$ cat src/rtl/riscv_pkg.sv
// Shared RV32I decode definitions for the ID stage.
//   - opcode constants for the supported instruction classes
//   - alu_op_e   : ALU operation selector carried to EX
//   - imm_type_e : immediate format selector for id_stage_imm_gen
//   - ctrl_t     : control bundle registered into ID/EX
//   - alu_op_from_funct : funct3/funct7 -> ALU operation
package riscv_pkg;

    localparam logic [6:0] OPC_OP     = 7'b0110011;
    localparam logic [6:0] OPC_OP_IMM = 7'b0010011;
    localparam logic [6:0] OPC_LOAD   = 7'b0000011;
    localparam logic [6:0] OPC_STORE  = 7'b0100011;
    localparam logic [6:0] OPC_BRANCH = 7'b1100011;
    localparam logic [6:0] OPC_JAL    = 7'b1101111;
    localparam logic [6:0] OPC_JALR   = 7'b1100111;
    localparam logic [6:0] OPC_LUI    = 7'b0110111;
    localparam logic [6:0] OPC_AUIPC  = 7'b0010111;

    typedef enum logic [3:0] {
        ALU_ADD, ALU_SUB, ALU_SLL, ALU_SLT, ALU_SLTU,
        ALU_XOR, ALU_SRL, ALU_SRA, ALU_OR, ALU_AND, ALU_PASSB
    } alu_op_e;

    typedef enum logic [2:0] {IMM_I, IMM_S, IMM_B, IMM_U, IMM_J} imm_type_e;

    typedef struct packed {
        alu_op_e    alu_op;
        logic       alu_src_imm;
        logic       alu_src_pc;
        logic       mem_read;
        logic       mem_write;
        logic [2:0] mem_size;
        logic       reg_write;
        logic       mem_to_reg;
        logic       branch;
        logic       jump;
    } ctrl_t;

    // alt is instr[30]; it selects SUB only for register-register ops,
    // but selects SRA for both SRA and SRAI.
    function automatic alu_op_e alu_op_from_funct(input logic [2:0] f3,
                                                  input logic       alt,
                                                  input logic       is_reg);
        case (f3)
            3'b000:  return (is_reg && alt) ? ALU_SUB : ALU_ADD;
            3'b001:  return ALU_SLL;
            3'b010:  return ALU_SLT;
            3'b011:  return ALU_SLTU;
            3'b100:  return ALU_XOR;
            3'b101:  return alt ? ALU_SRA : ALU_SRL;
            3'b110:  return ALU_OR;
            default: return ALU_AND;
        endcase
    endfunction

endpackage

$ cat src/rtl/id_stage_if.sv
// ID/EX pipeline register bundle, driven by id_stage and read by EX.
//   ex_valid_o    : ID/EX holds a valid instruction
//   ex_pc_o       : PC of the held instruction
//   ex_rs1_data_o : operand 1 after write-back bypass
//   ex_rs2_data_o : operand 2 after write-back bypass
//   ex_imm_o      : sign-extended immediate
//   ex_rs1_o/ex_rs2_o/ex_rd_o : register indices for EX forwarding / WB
//   ex_ctrl_o     : control bundle (all zero for bubbles)
//   ex_illegal_o  : unsupported opcode, executed as NOP
interface id_stage_if
    import riscv_pkg::*;
#(
    parameter int unsigned XLEN = 32
);
    logic            ex_valid_o;
    logic [XLEN-1:0] ex_pc_o;
    logic [XLEN-1:0] ex_rs1_data_o;
    logic [XLEN-1:0] ex_rs2_data_o;
    logic [XLEN-1:0] ex_imm_o;
    logic [4:0]      ex_rs1_o;
    logic [4:0]      ex_rs2_o;
    logic [4:0]      ex_rd_o;
    ctrl_t           ex_ctrl_o;
    logic            ex_illegal_o;

    modport master (
        output ex_valid_o, ex_pc_o, ex_rs1_data_o, ex_rs2_data_o, ex_imm_o,
               ex_rs1_o, ex_rs2_o, ex_rd_o, ex_ctrl_o, ex_illegal_o
    );

    modport slave (
        input  ex_valid_o, ex_pc_o, ex_rs1_data_o, ex_rs2_data_o, ex_imm_o,
               ex_rs1_o, ex_rs2_o, ex_rd_o, ex_ctrl_o, ex_illegal_o
    );
endinterface

$ cat src/rtl/id_stage_imm_gen.sv
// Immediate generator: combinational (instruction, format) -> 32-bit
// sign-extended immediate. The opcode bits are not needed here.
//   instr_i    : instruction bits [31:7]
//   imm_type_i : immediate format
//   imm_o      : sign-extended immediate
module id_stage_imm_gen
    import riscv_pkg::*;
(
    input  logic [31:7] instr_i,
    input  imm_type_e   imm_type_i,
    output logic [31:0] imm_o
);
    always_comb begin
        case (imm_type_i)
            IMM_S:   imm_o = {{21{instr_i[31]}}, instr_i[30:25], instr_i[11:7]};
            IMM_B:   imm_o = {{20{instr_i[31]}}, instr_i[7], instr_i[30:25],
                              instr_i[11:8], 1'b0};
            IMM_U:   imm_o = {instr_i[31:12], 12'b0};
            IMM_J:   imm_o = {{12{instr_i[31]}}, instr_i[19:12], instr_i[20],
                              instr_i[30:21], 1'b0};
            default: imm_o = {{21{instr_i[31]}}, instr_i[30:20]};
        endcase
    end
endmodule

$ cat src/rtl/id_stage.sv
// Decode stage plus ID/EX pipeline register of the 5-stage RV32I core.
//   clk_i, reset_i           : clock, asynchronous active-high reset
//   id_valid_i/instr_i/pc_i  : IF/ID contents
//   rf_raddr*_o, rf_rdata*_i : register-file read port (combinational)
//   wb_regwrite_i/rd_i/wdata_i : write-back port, bypassed into operands
//   flush_i                  : kill the ID instruction (taken branch in EX)
//   ex_stall_i               : EX/MEM busy, hold ID/EX
//   if_stall_o               : hold PC and IF/ID
//   ex                       : ID/EX register bundle (id_stage_if.master)
module id_stage
    import riscv_pkg::*;
#(
    parameter int unsigned     XLEN   = 32,
    parameter logic [XLEN-1:0] RST_PC = '0
)
(
    input  logic            clk_i,
    input  logic            reset_i,
    input  logic            id_valid_i,
    input  logic [31:0]     id_instr_i,
    input  logic [XLEN-1:0] id_pc_i,
    output logic [4:0]      rf_raddr1_o,
    output logic [4:0]      rf_raddr2_o,
    input  logic [XLEN-1:0] rf_rdata1_i,
    input  logic [XLEN-1:0] rf_rdata2_i,
    input  logic            wb_regwrite_i,
    input  logic [4:0]      wb_rd_i,
    input  logic [XLEN-1:0] wb_wdata_i,
    input  logic            flush_i,
    input  logic            ex_stall_i,
    output logic            if_stall_o,
    id_stage_if.master      ex
);
    logic [6:0]      opcode;
    logic [4:0]      rs1_a, rs2_a, rd_a;
    logic [2:0]      funct3;
    ctrl_t           ctrl_d;
    imm_type_e       imm_type;
    logic            illegal_d;
    logic            use_rs1, use_rs2;
    logic [31:0]     imm32;
    logic [XLEN-1:0] op1_d, op2_d;
    logic            load_use;

    logic            valid_q;
    logic [XLEN-1:0] pc_q, rs1_data_q, rs2_data_q, imm_q;
    logic [4:0]      rs1_q, rs2_q, rd_q;
    ctrl_t           ctrl_q;
    logic            illegal_q;

    assign opcode      = id_instr_i[6:0];
    assign rd_a        = id_instr_i[11:7];
    assign funct3      = id_instr_i[14:12];
    assign rs1_a       = id_instr_i[19:15];
    assign rs2_a       = id_instr_i[24:20];
    assign rf_raddr1_o = rs1_a;
    assign rf_raddr2_o = rs2_a;

    always_comb begin
        ctrl_d    = '0;
        imm_type  = IMM_I;
        illegal_d = 1'b0;
        use_rs1   = 1'b0;
        use_rs2   = 1'b0;
        case (opcode)
            OPC_OP: begin
                ctrl_d.alu_op    = alu_op_from_funct(funct3, id_instr_i[30], 1'b1);
                ctrl_d.reg_write = 1'b1;
                use_rs1 = 1'b1;
                use_rs2 = 1'b1;
            end
            OPC_OP_IMM: begin
                ctrl_d.alu_op      = alu_op_from_funct(funct3, id_instr_i[30], 1'b0);
                ctrl_d.alu_src_imm = 1'b1;
                ctrl_d.reg_write   = 1'b1;
                use_rs1 = 1'b1;
            end
            OPC_LOAD: begin
                ctrl_d.alu_op      = ALU_ADD;
                ctrl_d.alu_src_imm = 1'b1;
                ctrl_d.mem_read    = 1'b1;
                ctrl_d.mem_size    = funct3;
                ctrl_d.reg_write   = 1'b1;
                ctrl_d.mem_to_reg  = 1'b1;
                use_rs1 = 1'b1;
            end
            OPC_STORE: begin
                ctrl_d.alu_op      = ALU_ADD;
                ctrl_d.alu_src_imm = 1'b1;
                ctrl_d.mem_write   = 1'b1;
                ctrl_d.mem_size    = funct3;
                imm_type = IMM_S;
                use_rs1  = 1'b1;
                use_rs2  = 1'b1;
            end
            OPC_BRANCH: begin
                ctrl_d.alu_op = ALU_SUB;
                ctrl_d.branch = 1'b1;
                imm_type = IMM_B;
                use_rs1  = 1'b1;
                use_rs2  = 1'b1;
            end
            OPC_JAL: begin
                ctrl_d.alu_op     = ALU_ADD;
                ctrl_d.alu_src_pc = 1'b1;
                ctrl_d.reg_write  = 1'b1;
                ctrl_d.jump       = 1'b1;
                imm_type = IMM_J;
            end
            OPC_JALR: begin
                ctrl_d.alu_op      = ALU_ADD;
                ctrl_d.alu_src_imm = 1'b1;
                ctrl_d.reg_write   = 1'b1;
                ctrl_d.jump        = 1'b1;
                use_rs1 = 1'b1;
            end
            OPC_LUI: begin
                ctrl_d.alu_op      = ALU_PASSB;
                ctrl_d.alu_src_imm = 1'b1;
                ctrl_d.reg_write   = 1'b1;
                imm_type = IMM_U;
            end
            OPC_AUIPC: begin
                ctrl_d.alu_op      = ALU_ADD;
                ctrl_d.alu_src_pc  = 1'b1;
                ctrl_d.alu_src_imm = 1'b1;
                ctrl_d.reg_write   = 1'b1;
                imm_type = IMM_U;
            end
            default: illegal_d = 1'b1;
        endcase
        if (rd_a == 5'd0) ctrl_d.reg_write = 1'b0;
    end

    id_stage_imm_gen u_imm_gen (
        .instr_i    (id_instr_i[31:7]),
        .imm_type_i (imm_type),
        .imm_o      (imm32)
    );

    // Write-first bypass: the register file is written at the same edge
    // ID/EX loads, so its read data is one write stale.
    always_comb begin
        op1_d = rf_rdata1_i;
        op2_d = rf_rdata2_i;
        if (rs1_a == 5'd0)
            op1_d = '0;
        else if (wb_regwrite_i && wb_rd_i == rs1_a)
            op1_d = wb_wdata_i;
        if (rs2_a == 5'd0)
            op2_d = '0;
        else if (wb_regwrite_i && wb_rd_i == rs2_a)
            op2_d = wb_wdata_i;
    end

    assign load_use = id_valid_i && valid_q && ctrl_q.mem_read && rd_q != 5'd0 &&
                      ((use_rs1 && rs1_a == rd_q) || (use_rs2 && rs2_a == rd_q));

    assign if_stall_o = !flush_i && (ex_stall_i || load_use);

    // Bubbles (flush, load-use, invalid IF/ID) always carry ctrl=0.
    always_ff @(posedge clk_i or posedge reset_i) begin
        if (reset_i) begin
            valid_q    <= 1'b0;
            pc_q       <= RST_PC;
            rs1_data_q <= '0;
            rs2_data_q <= '0;
            imm_q      <= '0;
            rs1_q      <= '0;
            rs2_q      <= '0;
            rd_q       <= '0;
            ctrl_q     <= '0;
            illegal_q  <= 1'b0;
        end else if (flush_i || (!ex_stall_i && load_use)) begin
            valid_q   <= 1'b0;
            ctrl_q    <= '0;
            illegal_q <= 1'b0;
        end else if (!ex_stall_i) begin
            valid_q    <= id_valid_i;
            pc_q       <= id_pc_i;
            rs1_data_q <= op1_d;
            rs2_data_q <= op2_d;
            imm_q      <= XLEN'($signed(imm32));
            rs1_q      <= rs1_a;
            rs2_q      <= rs2_a;
            rd_q       <= rd_a;
            ctrl_q     <= id_valid_i ? ctrl_d : '0;
            illegal_q  <= id_valid_i && illegal_d;
        end
    end

    assign ex.ex_valid_o    = valid_q;
    assign ex.ex_pc_o       = pc_q;
    assign ex.ex_rs1_data_o = rs1_data_q;
    assign ex.ex_rs2_data_o = rs2_data_q;
    assign ex.ex_imm_o      = imm_q;
    assign ex.ex_rs1_o      = rs1_q;
    assign ex.ex_rs2_o      = rs2_q;
    assign ex.ex_rd_o       = rd_q;
    assign ex.ex_ctrl_o     = ctrl_q;
    assign ex.ex_illegal_o  = illegal_q;
endmodule

$ cat src/flat_wrapper.sv
// flat-port wrapper written by rule: the top's interface ports become plain ports
module id_stage_flat import riscv_pkg::*;
#(
    parameter int unsigned     XLEN   = 32,
    parameter logic [XLEN-1:0] RST_PC = '0
)
  (clk_i, reset_i, id_valid_i, id_instr_i, id_pc_i, rf_raddr1_o, rf_raddr2_o, rf_rdata1_i, rf_rdata2_i, wb_regwrite_i, wb_rd_i, wb_wdata_i, flush_i, ex_stall_i, if_stall_o, ex_ex_valid_o, ex_ex_pc_o, ex_ex_rs1_data_o, ex_ex_rs2_data_o, ex_ex_imm_o, ex_ex_rs1_o, ex_ex_rs2_o, ex_ex_rd_o, ex_ex_ctrl_o, ex_ex_illegal_o);
  id_stage_if #(.XLEN(XLEN)) ex_i ();
  input  logic clk_i;
  input  logic reset_i;
  input  logic id_valid_i;
  input  logic [31:0] id_instr_i;
  input  logic [XLEN-1:0] id_pc_i;
  output logic [4:0] rf_raddr1_o;
  output logic [4:0] rf_raddr2_o;
  input  logic [XLEN-1:0] rf_rdata1_i;
  input  logic [XLEN-1:0] rf_rdata2_i;
  input  logic wb_regwrite_i;
  input  logic [4:0] wb_rd_i;
  input  logic [XLEN-1:0] wb_wdata_i;
  input  logic flush_i;
  input  logic ex_stall_i;
  output logic if_stall_o;
  output wire logic [$bits(ex_i.ex_valid_o)-1:0] ex_ex_valid_o;
  output wire logic [$bits(ex_i.ex_pc_o)-1:0] ex_ex_pc_o;
  output wire logic [$bits(ex_i.ex_rs1_data_o)-1:0] ex_ex_rs1_data_o;
  output wire logic [$bits(ex_i.ex_rs2_data_o)-1:0] ex_ex_rs2_data_o;
  output wire logic [$bits(ex_i.ex_imm_o)-1:0] ex_ex_imm_o;
  output wire logic [$bits(ex_i.ex_rs1_o)-1:0] ex_ex_rs1_o;
  output wire logic [$bits(ex_i.ex_rs2_o)-1:0] ex_ex_rs2_o;
  output wire logic [$bits(ex_i.ex_rd_o)-1:0] ex_ex_rd_o;
  output wire logic [$bits(ex_i.ex_ctrl_o)-1:0] ex_ex_ctrl_o;
  output wire logic [$bits(ex_i.ex_illegal_o)-1:0] ex_ex_illegal_o;
  assign ex_ex_valid_o = ex_i.ex_valid_o;
  assign ex_ex_pc_o = ex_i.ex_pc_o;
  assign ex_ex_rs1_data_o = ex_i.ex_rs1_data_o;
  assign ex_ex_rs2_data_o = ex_i.ex_rs2_data_o;
  assign ex_ex_imm_o = ex_i.ex_imm_o;
  assign ex_ex_rs1_o = ex_i.ex_rs1_o;
  assign ex_ex_rs2_o = ex_i.ex_rs2_o;
  assign ex_ex_rd_o = ex_i.ex_rd_o;
  assign ex_ex_ctrl_o = ex_i.ex_ctrl_o;
  assign ex_ex_illegal_o = ex_i.ex_illegal_o;
  id_stage #(.XLEN(XLEN), .RST_PC(RST_PC)) u_core (.clk_i(clk_i), .reset_i(reset_i), .id_valid_i(id_valid_i), .id_instr_i(id_instr_i), .id_pc_i(id_pc_i), .rf_raddr1_o(rf_raddr1_o), .rf_raddr2_o(rf_raddr2_o), .rf_rdata1_i(rf_rdata1_i), .rf_rdata2_i(rf_rdata2_i), .wb_regwrite_i(wb_regwrite_i), .wb_rd_i(wb_rd_i), .wb_wdata_i(wb_wdata_i), .flush_i(flush_i), .ex_stall_i(ex_stall_i), .if_stall_o(if_stall_o), .ex(ex_i));
endmodule
$ cat config.mk
export PLATFORM = sky130hd
export DESIGN_NAME = id_stage_flat
export DESIGN_NICKNAME = d
export VERILOG_FILES = /design/src/rtl/riscv_pkg.sv /design/src/rtl/id_stage_if.sv /design/src/rtl/id_stage_imm_gen.sv /design/src/rtl/id_stage.sv /design/src/flat_wrapper.sv
export SDC_FILE = /design/constraint.sdc
export NUM_CORES = 1
export LEC_CHECK = 0
export BUFFER_PORTS_ARGS = -buffer_cell sky130_fd_sc_hd__buf_2
export CORE_AREA = 2 2 124 157
export DETAILED_ROUTE_END_ITERATION = 8
export DIE_AREA = 0 0 126 159
export HOLD_SLACK_MARGIN = 0.03
export PLACE_DENSITY = 0.83
export SYNTH_ARGS = -nofsm -noshare
export SYNTH_HDL_FRONTEND = slang
export SYNTH_SLANG_ARGS = --single-unit
$ cat constraint.sdc
create_clock -name clk_i -period 4.3 [get_ports clk_i]
set_input_delay 0.215 -clock clk_i [delete_from_list [all_inputs] [get_ports clk_i]]
set_output_delay 0.215 -clock clk_i [all_outputs]
set_load 0.1 [all_outputs]
## After elaboration in Yosys (flattened, before gate mapping)

Cells that the tools add are included.

- Memories kept: 0
- Word-level logic and storage cells: 106
- Input port bits: 171
- Latch bits: 0
- Bits in read-only memories: 0
- Register bits after elaboration: 160
- Output and inout bits: 171
- RAM bits: 0

- Shift operators: 0
- Magnitude comparators: 0
- Reductions and logical operators: 31
- Equal/unequal tests: 24
- Multipliers: 0
- Divide/modulo/power cells: 0
- Bitwise operators: 2
- $add $sub $neg: 0
- Multiplexer cells: 30

Operator list:

| kind | count |
|---|---|
| $mux 32 | 4 |
| $pmux 31 s4 | 1 |
| $pmux 4 s7 | 2 |
| $mux 15 | 3 |
| $eq 7x6->1 const B | 3 |
| $eq 7x7->1 const B | 3 |
| $eq 5x5->1 | 4 |
| $mux 1 | 17 |
| $pmux 4 s4 | 1 |
| $logic_not 5->1 | 3 |
| $eq 7x5->1 const B | 2 |
| $eq 3x2->1 const B | 4 |
| $eq 3x3->1 const B | 4 |
| $pmux 3 s4 | 1 |
| $reduce_or 6->1 | 2 |
| $logic_and 1x1->1 | 11 |
| $reduce_or 9->1 | 1 |
| $reduce_or 2->1 | 4 |
| $eq 7x2->1 const B | 1 |
| $reduce_or 7->1 | 1 |
| $eq 3x1->1 const B | 2 |
| $reduce_bool 5->1 | 1 |
| $logic_not 3->1 | 1 |
| $logic_or 1x1->1 | 3 |
| 6 further kinds | 8 |

## Logic depth before layout (Yosys ltp)

Gate-level depths: netlist of run 1.

- Depth after elaboration: 10
- Mapped depth: 9
- Mapped depth without buffers: 6

## Modules after synthesis

From an unflattened synthesis of run 1, not the netlist that was laid out.

- Cells, all modules: 687
- Area total of the unflattened synthesis: 8645.8 um2

Modules (own cells, without submodules):

| module | cells each | seq. area each (um2) | area each (um2) | times used |
|---|---|---|---|---|
| id_stage | 597 | 3978.8 | 8054.0 | 1 |
| id_stage_imm_gen | 90 | 0.0 | 591.8 | 1 |

## Worst setup path after synthesis of run 1

OpenSTA, ideal clock, no wires.

- Path kind: register to output
- Start: register u_core.rd_q[1], in the netlist u_core.ex.ex_rd_o[1]
- End: output port if_stall_o
- Arrival: 3027 ps
- Data required time: 4085 ps
- Path buffers: 0
- Setup slack: 1058 ps
- Cell stages (with the launch flop): 7
- Path through: dfrtp_1 -> xor2_1 -> nor4_1 -> o2111ai_1 -> a21oi_2 -> nor2_1 -> nor2_1

- Longest elaborated chain between the ends: 6
- Elaborated cells on any way between the ends: 10
- Classes of those cells: eq/ne (2); reduce/logical (8)

RTL lines:

| what | line | source |
|---|---|---|
| from (decl) | id_stage.sv:47 | `logic [4:0] rs1_q, rs2_q, rd_q;` |
| from (signal assigned) | id_stage.sv:186 | `rd_q <= rd_a;` |
| $eq 5x5->1 | id_stage.sv:157 | `((use_rs1 && rs1_a == rd_q) \|\| (use_rs2 && rs2_a == rd_q));` |
| $logic_and 1x1->1 | id_stage.sv:157 |  |
| $logic_or 1x1->1 | id_stage.sv:157 |  |
| $logic_and 1x1->1 * | id_stage.sv:156 | `assign load_use = id_valid_i && valid_q && ctrl_q.mem_read && rd_q != 5'd0 &&` |
| $logic_or 1x1->1 * | id_stage.sv:159 | `assign if_stall_o = !flush_i && (ex_stall_i \|\| load_use);` |
| $logic_and 1x1->1 * | id_stage.sv:159 |  |
| to (decl) | flat_wrapper.sv:23 | `output logic if_stall_o;` |

Every way passes the cells marked *; elsewhere a longest branch is shown, timed or not.

## Worst setup path in the final report of run 1

- Start: register u_core.rd_q[3], in the netlist u_core.ex.ex_rd_o[3]
- End: register u_core.rs2_data_q[20], in the netlist u_core.ex.ex_rs2_data_o[20]

- Longest elaborated chain between the ends: 8
- Elaborated cells on any way between the ends: 12
- Classes of those cells: eq/ne (2); bitwise (1); reduce/logical (9)

RTL lines:

| what | line | source |
|---|---|---|
| $eq 5x5->1 | id_stage.sv:157 |  |
| $logic_and 1x1->1 | id_stage.sv:157 |  |
| $logic_or 1x1->1 | id_stage.sv:157 |  |
| $logic_and 1x1->1 * | id_stage.sv:156 |  |
| $logic_and 1x1->1 * | id_stage.sv:174 | `end else if (flush_i \|\| (!ex_stall_i && load_use)) begin` |
| $logic_or 1x1->1 * | id_stage.sv:174 |  |
| $not 1->1 (no source line) * | - |  |
| $reduce_and 2->1 (no source line) * | - |  |
| to (signal assigned) | id_stage.sv:182 | `rs2_data_q <= op2_d;` |
| to (decl) | id_stage.sv:46 | `logic [XLEN-1:0] pc_q, rs1_data_q, rs2_data_q, imm_q;` |

Marks and branches as above.
A chain may end at the register's enable or synchronous reset.

==> results.md, run 1 <==
- Wire per inst: between 15 and 20 µm
- Crit Path Max Fanout: 67
- Vias in the first global route: 6,754
- Maximum VDD drop: 336 µV
- Max frequency: roughly 0.37 GHz
- Filler instances: 1,584
- Least-Margin Pin Slew: 1.06 ns
- Slew headroom: just under 30%
- Async SR Flop Fraction: between 90% and 100%
- Final setup violating endpoints: 0
- Worst reg-to-reg path cell count: 6
- Die height: between 150 and 200 µm
- Top sig layer: met4
- Met1 Routed Length: approximately 9000 µm
- Final net count: 1,191
- Pwr Density: 545 nW/µm²
- RSZ-0062 raised after global routing: false
- H-tree levels: 4
- Die ar.: 20,000 µm²
- Remaining design rule violation count: 0
- Tmin final: between 2 and 3 ns
- FP Rows: 56
- Clock Sinks: approximately 160
- Worst Path Required: roughly 4.6 ns
- Total number of vias: approximately 6,600
- Post-detail-place hpwl: between 15,000 and 20,000 µm
- Worst min path class: in -> reg
- Clock Path Buffers: 2
- Antenna violations before repair: 0
- Final period util: a little under two thirds
- Seq cells post-synth: about 160
- Critical-path cell list: or4_1 > o2111ai_2 > a21oi_2 > nor3_4 > buf_4 > mux2_2
- CTS tree: yes
- Layout Skew: 0.00579 ns
- Area after DPL: around 9600 µm²
- PortBufs: about 340
- Total gr overflow: 0
- First-pass GRT wire length: ~36,000 µm
- Drt first-iter violations: about 350
- Mapped Cells: between 600 and 700
- Worst path bufs/invs: 1
- P&R area growth vs syn: 33.7%
- Antenna Violating Nets Remaining: 0
- Flop2flop setup slack: roughly 1.6 ns
- Avg Cell Area, Syn: 11.6 µm²
- Worst path max stage delay: 0.69 ns
- Routability cong.: about 0.89
- Critical Path End Type: flop
- Post-synth EDFFs: 0
- Vias per cell: roughly 5.2
- Hold Vio Cnt, Final: 0
- Post-Route WL: 23,100 µm
- Crit path DAT: ~3.0 ns
- First-pass DRT Iterations: 4
- MaxCap Viol Count: 0
- TritonCTS Buffers: 17
- Tot GR Track Use: between 20% and 30%
- Hold Crit Start: id_pc_i[30]
- CTS clk-pin slew, worst paths: approximately 0.07 ns
- CP Launch Type: flop
- Clk root buf: clkbuf_16
- Layout cells sized above 1: approximately 47%
- Final Instance Area: ~11,000 µm²
- FF-to-FF End: u_core.ex.ex_rs2_data_o[20]$_DFFE_PP0P_
- Hold EP: u_core.ex.ex_pc_o[30]$_DFFE_PP0P_
- Initial Utilization: 42.5%
- Num ports: 342
- Post-Syn Nets: 849
- Post_cts resized: 0
- R2R Path Start: u_core.ex.ex_rd_o[3]$_DFFE_PP0P_
- Met3 routed WL: approximately 1600 µm
- Largest net degree at the start of global routing: 74
- Max-slew violation count: 0
- Mapped Area: between 7000 and 8000 µm²
- Outcome: finished clean
- Synth cell types: 45
- Slowest cell on the critical path: buf_4
- Syn. warnings: 0
- Core area: roughly 18,000 µm²
- Seq/Total Area, Yosys: about half
- Top FF cell, synth: dfrtp_1
- Post-CTS Setup Bufs: 0
- Hold Path Stages: 2
- Die Width: roughly 130 µm
- Leak Pwr: 5.04 nW
- Met2 Wirelength: approximately 12,000 µm
- Worst skew pair latency: just over 0.4 ns
- Top delay family on crit path: simple AND/OR/NAND/NOR gates
- Ant diodes: 0
- # hold bufs at CTS: 31
- Fin Setup TNS: 0 ns
- Kind of critical path: reg -> reg
[area by class of cell]
class | instances | area [µm²] | share of cell area [%]
well taps | 232 | 290 | 2.76
inverters | 29 | 113 | 1.07
clock buffers | 19 | 433 | 4.12
clock inverters | 12 | 138 | 1.31
flip-flops and latches | 159 | 3980 | 37.9
repair buffers | 380 | 2090 | 19.9
multi-input cells | 433 | 3460 | 33.0
[kinds of logic (layout without fill, tap and decap cells)]
logic type,Yosys count,count (layout),share of synthesized area (%)
buf+inv,86,440,5.46
flops,159,159,50.6
mux,209,209,28.6
compound gates,54,54,4.57
xor+xnor,20,20,2.23
simple gates,150,150,8.52
[state kept, by name (all words and copies together) (netlist names)]
name / cells
u_core.ex.ex_illegal_o: 1
u_core.ex.ex_imm_o: 32
u_core.ex.ex_rs1_o: 5
u_core.ex.ex_ctrl_o: 14
u_core.ex.ex_pc_o: 32
u_core.ex.ex_rd_o: 5
u_core.ex.ex_rs2_data_o: 32
u_core.ex.ex_rs1_data_o: 32
u_core.ex.ex_valid_o: 1
u_core.ex.ex_rs2_o: 5
[cell usage after synthesis, types with 10 or more instances]
library cell	n	area, µm²
mux2_1	21	236
nand2_1	32	120
clkbuf_1	21	78.8
dfrtp_1	159	3980
inv_1	28	105
nor2_1	77	289
mux2_2	95	1070
buf_4	20	150
nand3_1	10	50.1
buf_2	13	65.1
xor2_1	16	140
a21oi_1	22	110
mux2i_1	91	911
[power breakdown]
| part | switching (mW) | leakage [nW] | total [mW] | internal [mW] |
|---|---|---|---|---|
| sequential | 0.116 | 1.90 | 1.82 | 1.71 |
| combinational | 2.00 | 2.86 | 2.43 | 0.431 |
| clock | 0.617 | 0.274 | 1.47 | 0.857 |
| total | 2.73 | 5.04 | 5.73 | 3.00 |
[worst max path at each step]
| stage | from | endpoint | slack, ns | cells past startpoint |
|---|---|---|---|---|
| final | u_core.ex.ex_rd_o[3]$_DFFE_PP0P_ | u_core.ex.ex_rs2_data_o[20]$_DFFE_PP0P_ | 1.56 | 6 |
| after global routing | u_core.ex.ex_rd_o[2]$_DFFE_PP0P_ | u_core.ex.ex_rs1_o[2]$_DFFE_PP0P_ | 1.42 | 6 |
| after CTS | u_core.ex.ex_rd_o[3]$_DFFE_PP0P_ | u_core.ex.ex_rs1_data_o[5]$_DFFE_PP0P_ | 1.56 | 6 |
| after detailed placement | u_core.ex.ex_rd_o[3]$_DFFE_PP0P_ | u_core.ex.ex_rs2_data_o[1]$_DFFE_PP0P_ | 1.57 | 6 |
| after global placement | u_core.ex.ex_rd_o[3]$_DFFE_PP0P_ | u_core.ex.ex_rs1_data_o[30]$_DFFE_PP0P_ | 1.63 | 6 |
| after floorplan | u_core.ex.ex_rd_o[1]$_DFFE_PP0P_ | if_stall_o | 1.06 | 6 |
[layer usage]
layer	vias to the layer above	global-route usage (%)
li1	3037	-
met1	3206	27.1
met2	280	39.3
met3	49	5.85
met4	0	9.14
met5	-	0
[placed cells by master (no fill, tap or decap), types with 3 or more instances in the layout]
cell type and count:
buf_2 341, dfrtp_1 159, mux2_2 95, mux2i_1 91, nor2_1 75, nand2_1 32, dlygate4sd3_1 31, inv_1 27
a21oi_1 22, mux2_1 21, clkbuf_16 17, xor2_1 16, nand3_1 10, o21ai_0 9, a32o_1 7, buf_4 7
nand4_1 6, nor4_1 5, xnor2_1 4, or4_1 4, clkinv_4 4, nor2b_1 3, o31ai_1 3, clkinvlp_4 3
[per-stage QoR]
step,worst slack [ns],utilization [%],cells,power (mW),hold slack [ns]
finish,1.56,56.8,1264,5.73,0.0568
global route,1.42,56.8,1264,5.93,0.0407
CTS,1.56,56.8,1264,5.77,0.0303
detailed placement,1.57,52.0,1202,4.26,0.340
global placement,1.63,52.0,1202,4.22,0.335
floorplan,1.06,-,678,3.81,0.350
(Power assumes the default switching activity.)
==> run 2: changes to the inputs <==
ABC_AREA = 1   (was default)
CORE_AREA = 2 2 130 164   (was 2 2 124 157)
DIE_AREA = 0 0 132 166   (was 0 0 126 159)
PLACE_DENSITY = 0.84   (was 0.83)
clock period = 2.4 ns   (was 4.3 ns; I/O delays follow)
==> results.md, run 2 <==
- Outcome: finished clean
- Critical Path End Type: output port
- Critical-path cell list: inv_1 > nand2_1 > o21ai_0 > nor2_1 > nand2_1 > nor2_1 > nand2_1 > nand2_1 > nand2_4 > buf_16 > a21oi_4 > buf_12
- Layout cells sized above 1: ~25%
- H-tree levels: 4
- Final setup violating endpoints: 0
- Internal power: just over 5 mW
- Total number of vias: roughly 10,000
- Mapped Area: 9020 µm²
- Most frequent CP cell: nand2_1
- Synth area leader: dfrtp_1
- Worst path bufs/invs: 3
- Die Width: approximately 130 µm
- Post-Syn Nets: roughly 1,500
- Layout Skew: 0.0127 ns
- Antenna violations before repair: 2
- TritonCTS Buffers: 17
- Top delay family on crit path: simple AND/OR/NAND/NOR gates
- Tmin final: ~2.2 ns
- Post-synthesis simple-gate area fraction: 43.3%
- Logic pwr share: approximately 40%
- Final period util: 93.7%
- Post-Synth Adder-Cell Area: 0%
- Clock power share: 27.3%
- Compound-Gate Fraction of Synth Area: between 2 and 2.5%
- Core area: ~20,000 µm²
- Largest family of logic cells by synthesized area: simple AND/OR/NAND/NOR gates
- Post-detail-place hpwl: around 21,000 µm
- Drt first-iter violations: between 900 and 1,000
- Crit path DAT: 2.13 ns
- Count leader, synth: nand2_1
- Worst path max stage delay: 0.45 ns
- Yosys top cell area share: 44.1%
- Final Power: between 9 and 10 mW
- Synth Area in XOR/XNOR: less than 1%
- Die height: about 170 µm
- Routability cong.: slightly below 1
- Final net count: between 1,500 and 2,000
- Area after DPL: around 11,000 µm²
- Post-synth EDFFs: 0
- FP Rows: 59
- Seq/Total Area, Yosys: 44.1%
- Seq cells post-synth: 159
- CP Launch Type: flop
- Least-Margin Pin Slew: 0.986 ns
- Die ar.: ~22,000 µm²
- Mapped Cells: 1,321
- Final worst slack: 0.151 ns
- Most frequent cells in the layout: 530 x nand2_1, 340 x buf_2, 175 x nor2_1
- Avg Cell Area, Syn: 6.83 µm²
- Synth area leaders: dfrtp_1 44%, nand2_1 22%, nand4_1 11%, nor2_1 7.3%, inv_1 4.4%
- Syn. warnings: 0
- Max-slew violation count: 0
- First-pass DRT Iterations: 5
- Leak Pwr: a little over 7 nW
- Crit Path Max Fanout: 33
- Synth cell types: 25
- First-pass GRT wire length: 48,400 µm
- Total gr overflow: 0
- Synth cell count leaders: 530 x nand2_1, 175 x nor2_1, 164 x nand4_1
- MaxCap Viol Count: 0
- Fin Setup TNS: 0 ns
- Worst Path Required: ~2.3 ns
- Multiplexer area fraction after synthesis: 0%
- Filler instances: around 1,900
- Slew headroom: approximately a third
- Commonest non-fill, non-tap cell in the layout: nand2_1
- Slowest cell on the critical path: dfrtp_2
- Dpl cells: 1,858
- Post-Layout Cell Count: 1,938
- RSZ-0062 raised after global routing: false
- Kind of critical path: reg -> out
- Switching share of power: between 40% and 50%
- Worst min path class: in -> reg
- Worst skew pair latency: between 0.4 and 0.5 ns
- Final Instance Area: between 10,000 and 15,000 µm²
- Initial Utilization: ~44%
- Async SR Flop Fraction: 100%
- Wire per inst: between 15 and 20 µm
- Largest net degree at the start of global routing: 90
- Clock Sinks: between 150 and 200
- Clock Path Buffers: 2
- Pwr Density: 821 nW/µm²
- Remaining design rule violation count: 0
- Clk root buf: clkbuf_16
- PortBufs: 341
- P&R area growth vs syn: 32.5%
- Max frequency: 0.445 GHz
- Maximum VDD drop: ~470 µV
- Antenna Violating Nets Remaining: 0
- Pre-CTS WS: a little under 0.4 ns
- Vias per cell: 5.32
- Num ports: 342
- CTS tree: yes
- Hold Vio Cnt, Final: 0
- Vias in the first global route: approximately 9,500
- Post-Route WL: just over 30,000 µm
- Sequential share of power: about a third
- CTS clk-pin slew, worst paths: roughly 0.07 ns
- Top FF cell, synth: dfrtp_1
- Tot GR Track Use: 27.4%
- NetSw: approximately 4.6 mW
run 2: cell types whose count changed after synthesis, sizes merged, moves of 20 or more:
| cell | delta |
|---|---|
| nand4 | +158 |
| mux2i | -91 |
| mux2 | -118 |
| buf | +20 |
| clkbuf | +24 |
| nand2 | +501 |
| nor2 | +100 |
| inv | +80 |
| o21ai | +20 |
run 2: final timing paths:
path,to,slack [ns],depth (start not counted),start
setup / recovery,if_stall_o,0.15,12,u_core.ex.ex_rd_o[4]$_DFFE_PP0P_
hold / removal,u_core.ex.ex_rs1_o[2]$_DFFE_PP0P_,0.06,3,id_instr_i[17]
setup reg to reg,u_core.ex.ex_rs1_o[4]$_DFFE_PP0P_,0.31,11,u_core.ex.ex_rd_o[1]$_DFFE_PP0P_
hold reg to reg,u_core.ex.ex_pc_o[13]$_DFFE_PP0P_,0.47,2,u_core.ex.ex_pc_o[13]$_DFFE_PP0P_
max in group asynchronous,u_core.ex.ex_ctrl_o[7]$_DFFE_PP0P_,1.57,4,reset_i
min in group asynchronous,u_core.ex.ex_pc_o[15]$_DFFE_PP0P_,0.38,4,reset_i
run 2: what timing repair did:
action / 4_1_cts / 5_1_grt
hold endpoints to repair: 201 / 0
endpoints found under the setup margin: 0 / 1
hold buffers: 43 / 0
resized for setup: 0 / 2
buffers inserted: 0 / 2
run 2: cell type report:
class	instances	area [µm²]	area share, %
flip-flops and latches	159	3990	33.3
clock inverters	13	138	1.15
diodes	3	7.51	0.0628
inverters	110	422	3.53
clock buffers	18	429	3.59
repair buffers	410	2480	20.8
multi-input cells	951	4150	34.7
well taps	274	343	2.87
run 2: cell families (layout without fill, tap and decap cells):
group,Yosys count,in the layout
simple gates,910,910
buf+inv,211,551
flops,159,159
compound gates,40,40
xor+xnor,1,1
other cells,0,3
run 2: power by group through the flow:
| stage | Sequential [mW] | Combinational [mW] | Clock, mW |
|---|---|---|---|
| floorplan | 5.57 | 0.752 | 0 |
| global placement | 3.23 | 3.84 | 0 |
| detailed placement | 3.23 | 3.87 | 0 |
| CTS | 3.19 | 3.93 | 2.72 |
| global route | 3.23 | 4.11 | 2.84 |
| finish | 3.20 | 3.94 | 2.69 |
run 2: worst reg2reg max path, stage by stage, from the launching register on:
cell and delay [ns]:
dfrtp_2 0.47, o21ai_0 0.18, inv_1 0.06, nand2_1 0.06, nor2_1 0.05, nand2_1 0.05, nand2_1 0.08, nand2_4 0.13
buf_4 0.20, buf_4 0.45, nand4_1 0.18, nand2_1 0.12
run 2: metrics by stage:
stage / hold slack [ns] / utilization, %
finish: 0.0566 / 58.5
floorplan: 0.266 / -
detailed placement: 0.288 / 53.3
global placement: 0.292 / 53.3
global route: 0.0425 / 58.5
CTS: 0.0332 / 58.2
run 2: metal layers:
layer,GRT usage (%),up-vias,wire length (µm)
met5,0,-,0
met4,15.2,0,1510
li1,-,4855,-
met3,6.81,100,2770
met1,32.9,4799,12000
met2,45.0,549,14800
==> run 3: changes to the inputs <==
REMOVE_ABC_BUFFERS = 1   (was default)
==> results.md, run 3 (synthesis gave the netlist of run 2 again) <==
- MaxCap Viol Count: 0
- Layout Skew: roughly 0.01 ns
- Worst reg-to-reg path cell count: 13
- Final period util: around 91%
- Vias in the first global route: around 9,700
- Flop2flop setup slack: roughly 0.27 ns
- TritonCTS Buffers: 17
- Most frequent cells in the layout: 530 x nand2_1, 340 x buf_2, 175 x nor2_1
- Most frequent CP cell: nand2_1
- Routability cong.: between 0.9 and 1
- Core area: approximately 20,000 µm²
- Commonest non-fill, non-tap cell in the layout: nand2_1
- Worst path bufs/invs: 2
- Crit path DAT: 2.06 ns
- Post-detail-place hpwl: roughly 20,000 µm
- Antenna Violating Nets Remaining: 0
- Outcome: finished clean
- First-pass DRT Iterations: 5
- Tot GR Track Use: 26.7%
- Max frequency: 0.458 GHz
- Final Instance Area: around 12,000 µm²
- Top delay family on crit path: simple AND/OR/NAND/NOR gates
- Hold Path Stages: 5
- PortBufs: ~340
- Hold Vio Cnt, Final: 0
- Vias per cell: around 5.2
- Final net count: 1,815
- Maximum VDD drop: ~460 µV
- FP Rows: ~60
- Least-Margin Pin Slew: just over 1 ns
- Hold EP: u_core.ex.ex_imm_o[6]$_DFFE_PP0P_
- Largest net degree at the start of global routing: 118
- H-tree levels: 4
- Drt first-iter violations: 824
- CTS tree: yes
- Worst skew pair latency: roughly 0.42 ns
- R2R Path Start: u_core.ex.ex_rd_o[3]$_DFFE_PP0P_
- Ant diodes: 0
- Total number of vias: approximately 10,000
- Remaining design rule violation count: 0
- Critical Path End Type: output port
- Crit Path Max Fanout: 17
- Kind of critical path: reg -> out
- Tmin final: between 2 and 2.5 ns
- Die ar.: around 22,000 µm²
- CP Launch Type: flop
- Num ports: roughly 340
- Layout cells sized above 1: between 20% and 30%
- FF-to-FF End: u_core.ex.ex_pc_o[22]$_DFFE_PP0P_
- Slowest cell on the critical path: dfrtp_1
- Post-Layout Cell Count: between 1,500 and 2,000
- Clock Sinks: between 150 and 200
- Initial Utilization: between 40% and 50%
- Die height: approximately 170 µm
- Clock Path Buffers: 2
- Leak Pwr: 7.21 nW
- Antenna violations before repair: 1
- RSZ-0062 raised after global routing: false
- Post-Route WL: approximately 30,000 µm
- Die Width: 132 µm
- Worst path max stage delay: 0.42 ns
- Area after DPL: between 10,000 and 15,000 µm²
- Worst min path class: in -> reg
- Hold Crit Start: id_instr_i[26]
- Post-CTS Setup Bufs: 0
- Total gr overflow: 0
- First-pass GRT wire length: roughly 48,000 µm
- CTS clk-pin slew, worst paths: 0.07 ns
- Worst Path Required: about 2.3 ns
- WHS: 0.0755 ns
- Critical-path cell list: inv_1 > nand2_1 > nand2_1 > nor2_1 > nand2_1 > nor2_1 > nand2_1 > nand2_1 > nand2_4 > a21oi_4 > buf_12
- Dpl cells: ~1,900
- Slew headroom: between 30% and 40%
- Pwr Density: 827 nW/µm²
- Clk root buf: clkbuf_16
- Max-slew violation count: 0
- Wire per inst: approximately 15 µm
- Final setup violating endpoints: 0
- P&R area growth vs syn: 32.2%
## run 3: cell types whose count changed in the layout (fill, tap and decap cells not counted), sizes merged
cell and delta:
buf -9, diode -3, clkbuf +1, inv +4, clkinv -3, clkinvlp -1, dlygate4sd3 +5, bufinv -1
## run 3: per-layer routing
metal | up-vias | share of wire [%] | GRT usage, %
li1 | 4844 | - | -
met1 | 4605 | 38 | 31.7
met2 | 559 | 50 | 46.1
met3 | 101 | 7.8 | 5.37
met4 | 2 | 4.4 | 13.0
met5 | - | 0.044 | 0
## run 3: how the worst max path moves through the flow
stage          depth (start not counted)  slack [ns]                               start                                       to
2_1_floorplan                          4       -2.58  u_core.ex.ex_ctrl_o[2]$_DFFE_PP0P_                               if_stall_o
3_3_place_gp                          13        0.37    u_core.ex.ex_rd_o[4]$_DFFE_PP0P_  u_core.ex.ex_rs2_data_o[30]$_DFFE_PP0P_
3_5_place_dp                          13        0.34    u_core.ex.ex_rd_o[4]$_DFFE_PP0P_   u_core.ex.ex_rs2_data_o[3]$_DFFE_PP0P_
4_1_cts                               11        0.04    u_core.ex.ex_rd_o[4]$_DFFE_PP0P_                               if_stall_o
5_1_grt                               11        0.04    u_core.ex.ex_rd_o[3]$_DFFE_PP0P_                               if_stall_o
6_report                              11        0.22    u_core.ex.ex_rd_o[3]$_DFFE_PP0P_                               if_stall_o
## run 3: area by class of cell
cell class,instances,area [µm²]
fillers,1838,8520
multi-input cells,951,4150
flip-flops and latches,159,3980
repair buffers,405,2450
clock buffers,20,467
inverters,110,423
well taps,274,343
clock inverters,12,124
## run 3: repair_timing
item | CTS | global route
hold buffers | 48 | 0
resized for setup | 0 | 3
endpoints found under the setup margin | 0 | 1
hold endpoints to repair | 110 | 0
## run 3: per-stage QoR
stage | power (mW) | util [%] | TNS, ns | setup slack, ns
finish | 9.86 | 58.3 | 0 | 0.215
detailed placement | 7.09 | 53.1 | 0 | 0.340
CTS | 9.90 | 58.3 | 0 | 0.0385
global placement | 7.06 | 53.1 | 0 | 0.366
global route | 10.2 | 58.3 | 0 | 0.0352
floorplan | 6.21 | - | -664.98 | -2.58
## run 3: worst min-delay path: stages
cell,delay [ns]
buf_2,0.09
inv_1,0.07
nor2_1,0.05
nand4_1,0.07
nand2_1,0.05
## run 3: power breakdown
part	switching (mW)	internal (mW)	total, mW
Sequential	0.196	3.00	3.20
Clock	1.18	1.54	2.72
Combinational	3.30	0.646	3.94
Total	4.68	5.19	9.86
